===== config.mk =====
export PLATFORM = sky130hd
export DESIGN_NAME = adc_sequencer_flat
export DESIGN_NICKNAME = d
export VERILOG_FILES = /design/src/rtl/adc_sequencer_if.sv /design/src/rtl/adc_sequencer.sv /design/src/flat_wrapper.sv
export SDC_FILE = /design/constraint.sdc
export NUM_CORES = 1
export LEC_CHECK = 0
export CAP_MARGIN = 20
export CORE_MARGIN = 2
export CORE_UTILIZATION = 58
export CTS_BUF_LIST = sky130_fd_sc_hd__clkbuf_2
export CTS_CLUSTER_SIZE = 25
export DETAILED_ROUTE_END_ITERATION = 10
export PLACE_DENSITY = 0.94
export SYNTH_ARGS = -nofsm -noshare
export SYNTH_HDL_FRONTEND = slang
export SYNTH_SLANG_ARGS = --single-unit

===== constraint.sdc =====
create_clock -name clock_clk -period 3.05 [get_ports clock_clk]
set_clock_uncertainty 0.1 [all_clocks]
set_input_delay 0.305 -clock clock_clk [delete_from_list [all_inputs] [get_ports clock_clk]]
set_output_delay 0.305 -clock clock_clk [all_outputs]
set_load 0.005 [all_outputs]

===== src/rtl/adc_sequencer_if.sv =====
// Command/response channel between the sequencer and the ADC controller.
// Handshake rules:
//   command:  valid stays high and channel stays stable until a cycle where
//             ready is high. That cycle transfers the command.
//   response: valid is a one-cycle strobe. The ADC cannot be backpressured.
interface adc_sequencer_if;
    logic        command_valid;
    logic [4:0]  command_channel;
    logic        command_startofpacket;
    logic        command_endofpacket;
    logic        command_ready;
    logic        response_valid;
    logic [4:0]  response_channel;
    logic [11:0] response_data;

    modport master (
        output command_valid, command_channel, command_startofpacket, command_endofpacket,
        input  command_ready, response_valid, response_channel, response_data
    );

    modport slave (
        input  command_valid, command_channel, command_startofpacket, command_endofpacket,
        output command_ready, response_valid, response_channel, response_data
    );
endinterface


===== src/rtl/adc_sequencer.sv =====
// Scans the enabled ADC channels in ascending order, one command/response pair
// per channel, and stores each matched result in a registered-read table.
module adc_sequencer #(
    parameter int NUM_CH  = 8,
    parameter int CH_BASE = 1,
    parameter int TIMEOUT = 1023,
    localparam int AW = (NUM_CH > 1) ? $clog2(NUM_CH) : 1,
    localparam int CW = $clog2(TIMEOUT + 1)
) (
    input  logic                  clock_clk,
    input  logic                  reset_sink_reset,
    input  logic                  start,
    input  logic                  continuous,
    input  logic [NUM_CH-1:0]     ch_mask,
    input  logic                  err_clr,
    adc_sequencer_if.master       adc,
    input  logic [AW-1:0]         rd_addr,
    output logic [11:0]           rd_data,
    output logic                  sample_valid,
    output logic [4:0]            sample_channel,
    output logic [11:0]           sample_data,
    output logic                  scan_done,
    output logic                  busy,
    output logic                  error
);

    typedef enum logic [1:0] {IDLE, CMD, WAIT} state_t;

    state_t              state_q, state_d;
    logic [AW-1:0]       idx_q, idx_d;
    logic [NUM_CH-1:0]   mask_q, mask_d;
    logic [CW-1:0]       cnt_q, cnt_d;
    logic [11:0]         results [NUM_CH];
    logic                wr_en, err_set, done_d, advance;
    logic                nxt_found;
    logic [AW-1:0]       nxt_idx, low_idx;
    logic [4:0]          cur_ch;
    logic                resp_match;

    assign cur_ch     = 5'(CH_BASE) + 5'(idx_q);
    assign resp_match = adc.response_valid && (adc.response_channel == cur_ch);

    assign adc.command_valid         = (state_q == CMD);
    assign adc.command_channel       = cur_ch;
    assign adc.command_startofpacket = adc.command_valid;
    assign adc.command_endofpacket   = adc.command_valid;
    assign busy                      = (state_q != IDLE);

    // Descending search so the last hit is the lowest qualifying bit.
    always_comb begin
        nxt_found = 1'b0;
        nxt_idx   = '0;
        for (int i = NUM_CH - 1; i >= 0; i--) begin
            if (mask_q[i] && (i > int'(idx_q))) begin
                nxt_found = 1'b1;
                nxt_idx   = AW'(i);
            end
        end
    end

    always_comb begin
        low_idx = '0;
        for (int i = NUM_CH - 1; i >= 0; i--) begin
            if (ch_mask[i]) low_idx = AW'(i);
        end
    end

    always_comb begin
        state_d = state_q;
        idx_d   = idx_q;
        mask_d  = mask_q;
        cnt_d   = cnt_q;
        wr_en   = 1'b0;
        err_set = 1'b0;
        done_d  = 1'b0;
        advance = 1'b0;
        unique case (state_q)
            IDLE: begin
                if (start && (|ch_mask)) begin
                    mask_d  = ch_mask;
                    idx_d   = low_idx;
                    state_d = CMD;
                end
            end
            CMD: begin
                if (adc.command_ready) begin
                    state_d = WAIT;
                    cnt_d   = '0;
                end
            end
            WAIT: begin
                if (resp_match) begin
                    wr_en   = 1'b1;
                    advance = 1'b1;
                end else begin
                    if (adc.response_valid) err_set = 1'b1;
                    // The response is abandoned after TIMEOUT unmatched WAIT cycles.
                    if (cnt_q == CW'(TIMEOUT - 1)) begin
                        err_set = 1'b1;
                        advance = 1'b1;
                    end else begin
                        cnt_d = cnt_q + 1'b1;
                    end
                end
            end
            default: state_d = IDLE;
        endcase

        if (advance) begin
            if (nxt_found) begin
                idx_d   = nxt_idx;
                state_d = CMD;
            end else begin
                done_d = 1'b1;
                if (continuous && (|ch_mask)) begin
                    mask_d  = ch_mask;
                    idx_d   = low_idx;
                    state_d = CMD;
                end else begin
                    state_d = IDLE;
                end
            end
        end
    end

    always_ff @(posedge clock_clk) begin
        if (reset_sink_reset) begin
            state_q        <= IDLE;
            idx_q          <= '0;
            mask_q         <= '0;
            cnt_q          <= '0;
            sample_valid   <= 1'b0;
            sample_channel <= '0;
            sample_data    <= '0;
            scan_done      <= 1'b0;
            error          <= 1'b0;
            rd_data        <= '0;
            for (int i = 0; i < NUM_CH; i++) results[i] <= '0;
        end else begin
            state_q      <= state_d;
            idx_q        <= idx_d;
            mask_q       <= mask_d;
            cnt_q        <= cnt_d;
            sample_valid <= wr_en;
            scan_done    <= done_d;
            if (wr_en) begin
                sample_channel <= cur_ch;
                sample_data    <= adc.response_data;
                results[idx_q] <= adc.response_data;
            end
            // A set wins over a clear arriving in the same cycle.
            if (err_set)      error <= 1'b1;
            else if (err_clr) error <= 1'b0;
            rd_data <= (int'(rd_addr) < NUM_CH) ? results[rd_addr] : '0;
        end
    end

endmodule

===== src/flat_wrapper.sv =====
// flat-port wrapper written by rule: the top's interface ports become plain ports
module adc_sequencer_flat 
#(
    parameter int NUM_CH  = 8,
    parameter int CH_BASE = 1,
    parameter int TIMEOUT = 1023,
    localparam int AW = (NUM_CH > 1) ? $clog2(NUM_CH) : 1,
    localparam int CW = $clog2(TIMEOUT + 1)
)
  (clock_clk, reset_sink_reset, start, continuous, ch_mask, err_clr, rd_addr, rd_data, sample_valid, sample_channel, sample_data, scan_done, busy, error, adc_command_valid, adc_command_channel, adc_command_startofpacket, adc_command_endofpacket, adc_command_ready, adc_response_valid, adc_response_channel, adc_response_data);
  adc_sequencer_if adc_i ();
  input  logic clock_clk;
  input  logic reset_sink_reset;
  input  logic start;
  input  logic continuous;
  input  logic [NUM_CH-1:0] ch_mask;
  input  logic err_clr;
  input  logic [AW-1:0] rd_addr;
  output logic [11:0] rd_data;
  output logic sample_valid;
  output logic [4:0] sample_channel;
  output logic [11:0] sample_data;
  output logic scan_done;
  output logic busy;
  output logic error;
  output wire logic [$bits(adc_i.command_valid)-1:0] adc_command_valid;
  output wire logic [$bits(adc_i.command_channel)-1:0] adc_command_channel;
  output wire logic [$bits(adc_i.command_startofpacket)-1:0] adc_command_startofpacket;
  output wire logic [$bits(adc_i.command_endofpacket)-1:0] adc_command_endofpacket;
  input wire logic [$bits(adc_i.command_ready)-1:0] adc_command_ready;
  input wire logic [$bits(adc_i.response_valid)-1:0] adc_response_valid;
  input wire logic [$bits(adc_i.response_channel)-1:0] adc_response_channel;
  input wire logic [$bits(adc_i.response_data)-1:0] adc_response_data;
  assign adc_command_valid = adc_i.command_valid;
  assign adc_command_channel = adc_i.command_channel;
  assign adc_command_startofpacket = adc_i.command_startofpacket;
  assign adc_command_endofpacket = adc_i.command_endofpacket;
  assign adc_i.command_ready = adc_command_ready;
  assign adc_i.response_valid = adc_response_valid;
  assign adc_i.response_channel = adc_response_channel;
  assign adc_i.response_data = adc_response_data;
  adc_sequencer #(.NUM_CH(NUM_CH), .CH_BASE(CH_BASE), .TIMEOUT(TIMEOUT)) u_core (.clock_clk(clock_clk), .reset_sink_reset(reset_sink_reset), .start(start), .continuous(continuous), .ch_mask(ch_mask), .err_clr(err_clr), .adc(adc_i), .rd_addr(rd_addr), .rd_data(rd_data), .sample_valid(sample_valid), .sample_channel(sample_channel), .sample_data(sample_data), .scan_done(scan_done), .busy(busy), .error(error));
endmodule

Word-level counts from Yosys, hierarchy flattened:

Memory sizes are Yosys's and may differ from the RTL's. A register that Yosys moved wholly into a read port is not among the register bits.
Cells that the tools add are included.

* memories: 1
* output and inout bits: 41
* memory bits (writable): 96
* logic and storage cells: 111
* bits in registers: 43

Memories
* u_core.results: depth 8, width 12, rd ports 1, clocked after memory_dff 1, write ports 8, RTL line adc_sequencer.sv:33 `logic [11:0] results [NUM_CH];`

* equality and inequality tests: 10
* bitwise operators: 1
* order comparisons: 7
* mux-type cells: 62
* reductions and logical operators: 19
* add/sub/neg operators: 2

Operator list (number)
* $mux W3: 21
* $mux W8: 5
* $mux W10: 3
* $mux W1: 26
* $pmux W10 S2: 1
* $gt A3 B3 Y1 const A: 4
* $mux W12: 1
* $reduce_or A12 Y1: 1
* $add A10 B1 Y10 const B: 1
* $eq A10 B10 Y1 const B: 1
* $logic_and A1 B1 Y1: 10
* $mux W2: 4
* $reduce_or A8 Y1: 1
* $gt A2 B3 Y1 const A: 2
* $ne A3 B1 Y1 const B: 2
* $pmux W2 S3: 1
* $reduce_bool A2 Y1: 3
* $eq A5 B5 Y1: 1
* $add A1 B3 Y4 const A: 1
* $ne A2 B1 Y1 const B: 2
* $ne A2 B2 Y1 const B: 2
* $reduce_and A4 Y1: 1
* $gt A1 B3 Y1 const A: 1
* $reduce_and A3 Y1: 1
* other kinds (5): 5

Longest topological paths before layout:

* depth after elaboration: 13
* gate-level depth with buffers: 10
* gate-level depth less buffers: 8

Least setup slack after synthesis:

OpenSTA, ideal clock, no wires.

* path kind: reg2reg
* from: reg u_core.idx_q[1]
* to: mem u_core.results[1][0], enable pin
* library setup time: 321 ps
* arrival time: 2352 ps
* path slack: 277 ps
* buffers on the path: 1
* cell stages (with the launch flop): 9
* cells stage by stage: dfxtp_1 -> clkinv_1 -> ha_1 -> xor2_1 -> nor4_4 -> nand3_2 -> buf_2 -> nor4_4 -> or2_2

RTL lines
* start: declaration: RTL line adc_sequencer.sv:30 `logic [AW-1:0] idx_q, idx_d;`
* start signal: assignment: RTL line adc_sequencer.sv:141 `idx_q <= idx_d;`
* end: declaration: RTL line adc_sequencer.sv:33

==> run summary <==
Starting Density: 0.595
Buffers on Ports: 73
most common flop cell mapped by yosys: edfxtp_1
vias in the first global route: 4725
final core occ: 0.704
share of the yosys chip area belonging to registers: 0.581
R2R Path End: u_core.results[6][10]
crit path time final: 2.93 ns
vias: 4672
register area: 3940 um2
die height: 112 um
syn avg cell area: 12.4 um2
reg2reg setup slack: 0.12 ns
Worst Reg-to-Reg Cells: 8
Pre-antenna DRT Iters: 5
Longest Clk Path Bufs: 2
synth-to-layout area growth: 18.3%
later-pin clock latency in the skew report: 0.70 ns
Synth cell types: 54
critical path type: register to register
Die ar.: 12600 um2
placed cells: 750
detailed placement HPWL: 10300 um
Routed WL per cell: 19.1 um
worst-margin pin slew: 0.827 ns
CP Max Fanout: 12
TritonCTS Buffers: 17
1st-iter DRT viols: 406
FP Rows: 39
Post-Synthesis Cells: 546
worst min path class: primary input to register
min-delay src: err_clr
period utilization: 0.961
Final Hold Fails: 0
layout cells sized above 1: 0.154
Leakage: 0.00294 uW
initial antenna violation count: 1
final RePlAce weighted congestion: 0.876
Hold Path End: u_core.error
fill count: 757
Finished Cell Area: 8040 um2
final total power: 3920 uW
post-route insts no fill: 785
Slew Limit Headroom: 0.449
Setup-failing EPs final: 0
GRT Total Usage: 0.247
Clock transition at path regs: 0.20 ns
first-pass GRT wire length: 24000 um
share of flip-flops with an asynchronous set or reset: 0
Seq cells post-synth: 149
Core Box Area: 11400 um2
VDD IR max: 0.255 mV
Post-synth EDFFs: 96
Slew Viols, Final: 0
ANT nets after route: 0
clock sinks: 149
startpoint types: register
Worst R2R Start: u_core.idx_q[0]
CTS H-tree lvls: 4
Vias per Instance: 5.95
placed instance area: 7680 um2
Pwr Density: 488 nW/um2
I/O pins: 76
Mapped Area: 6790 um2
outcome: finished clean
Warnings, synthesis: 0
WP data required: 3.35 ns
Fmax achieved: 341 MHz
Worst Path Arrival: 3.23 ns
hold path depth: 3
CTS tree: done
Worst Setup End Kind: register
nets@finish: 669
die span in x: 112 um
Max Cap Viol: 0
area occupied by multi-input gates: 2690 um2
# DRC: 0
Post-Route WL: 15000 um
pin count of the biggest net entering global routing: 37
Root Driver: clkbuf_2
GRT overflow: 0
-- cell type report --
cell class | instances | share of cell area
timing repair buffer | 93 | 0.111
antenna | 1 | 0.000311
multi-input combinational | 355 | 0.335
clock buffer | 17 | 0.0106
clock inverter | 15 | 0.0251
sequential | 149 | 0.491
tap | 143 | 0.0223
inverter | 12 | 0.00560
-- layer usage --
metal | track usage | share of wire
met1 | 0.323 | 0.39
met2 | 0.403 | 0.51
met3 | 0.0545 | 0.074
met4 | 0.106 | 0.026
met5 | 0 | 0
-- stage by stage --
stage / setup WS (ns) / hold slack (ns) / TNS (ns)
floorplan: 0.277 / 0.341 / 0
CTS: 0.0305 / 0.0433 / 0
detailed placement: 0.0645 / 0.350 / 0
finish: 0.120 / 0.122 / 0
global placement: 0.206 / 0.343 / 0
global route: -0.0146 / 0.110 / -0.0166
-- how the worst max path moves through the flow --
| stage | from | to | slack (ns) | cells after the start |
|---|---|---|---|---|
| floorplan | u_core.idx_q[1] | u_core.results[1][0] | 0.28 | 8 |
| global placement | u_core.idx_q[1] | u_core.results[0][10] | 0.21 | 7 |
| detailed placement | u_core.idx_q[0] | u_core.results[6][6] | 0.06 | 8 |
| CTS | u_core.idx_q[0] | u_core.results[6][6] | 0.03 | 8 |
| global route | u_core.idx_q[0] | u_core.results[4][5] | -0.01 | 8 |
| finish | u_core.idx_q[0] | u_core.results[6][10] | 0.12 | 8 |
-- what timing repair did --
action / 4_1_cts / 5_1_grt
endpoints found under the setup margin: 3 / 100
resized for setup: 1 / 6
pin swaps: 0 / 1
gates cloned: 0 / 0
buffers inserted: 0 / 1
hold buffers: 1 / 0
hold endpoints to repair: 17 / 0
-- critical path, cell delays in order (launching register included) --
cell	delay, ns
dfxtp_1	0.41
buf_4	0.19
inv_1	0.07
ha_1	0.35
xor2_1	0.22
nor4_4	0.37
nand3_4	0.26
nor4_2	0.33
or2_2	0.35
-- where the power goes --
part           total, uW  switching [uW]  internal (uW)
clock network       1280             735            549
logic                405             214            190
registers           2240            31.0           2210
total               3920             980           2940
-- state kept, by name (all words and copies together), names as in the netlist --
name                   flops
u_core.error               1
u_core.state_q             2
u_core.results            96
u_core.sample_channel      4
u_core.cnt_q              10
u_core.rd_data            12
u_core.mask_q              7
u_core.idx_q               3
u_core.scan_done           1
u_core.sample_valid        1
u_core.sample_data        12
-- cell usage after synthesis, types with 9 or more instances --
| master | instances | share of area |
|---|---|---|
| xnor2_1 | 9 | 0.012 |
| edfxtp_1 | 96 | 0.42 |
| nand2_1 | 42 | 0.023 |
| clkbuf_1 | 16 | 0.0088 |
| inv_1 | 10 | 0.0055 |
| mux2i_1 | 22 | 0.032 |
| a21oi_1 | 24 | 0.018 |
| dfxtp_1 | 53 | 0.16 |
| nor2_1 | 39 | 0.022 |
| and2_1 | 97 | 0.089 |
| mux4_2 | 24 | 0.080 |
-- cell usage in the layout, fill, tap and decap left out, types with 5 or more instances in the layout --
cell type / count
nor3_1: 5
or2_2: 6
xnor2_1: 9
inv_1: 10
nor2_1: 39
o21ai_0: 6
mux4_2: 24
nand2_1: 42
ha_1: 6
nand2b_1: 5
clkdlybuf4s50_1: 72
mux2i_1: 22
clkbuf_2: 17
nor2b_1: 6
edfxtp_1: 96
and2_1: 97
nand3_1: 6
a211oi_1: 7
buf_4: 18
a21oi_1: 24
dfxtp_1: 53
-- cell families (layout without fill, tap and decap cells) --
logic type | count (synthesis) | count (layout) | share of synthesized area
and+or+nand+nor | 228 | 228 | 0.188
DFF | 149 | 149 | 0.581
other | 1 | 3 | 0.000552
AOI/OAI and AO/OA | 61 | 61 | 0.0626
buffers and inverters | 43 | 137 | 0.0293
adders and majority gates | 6 | 6 | 0.0111
xor gates and xnor gates | 11 | 11 | 0.0142
muxes | 47 | 47 | 0.114
(Power assumes the default switching activity.)
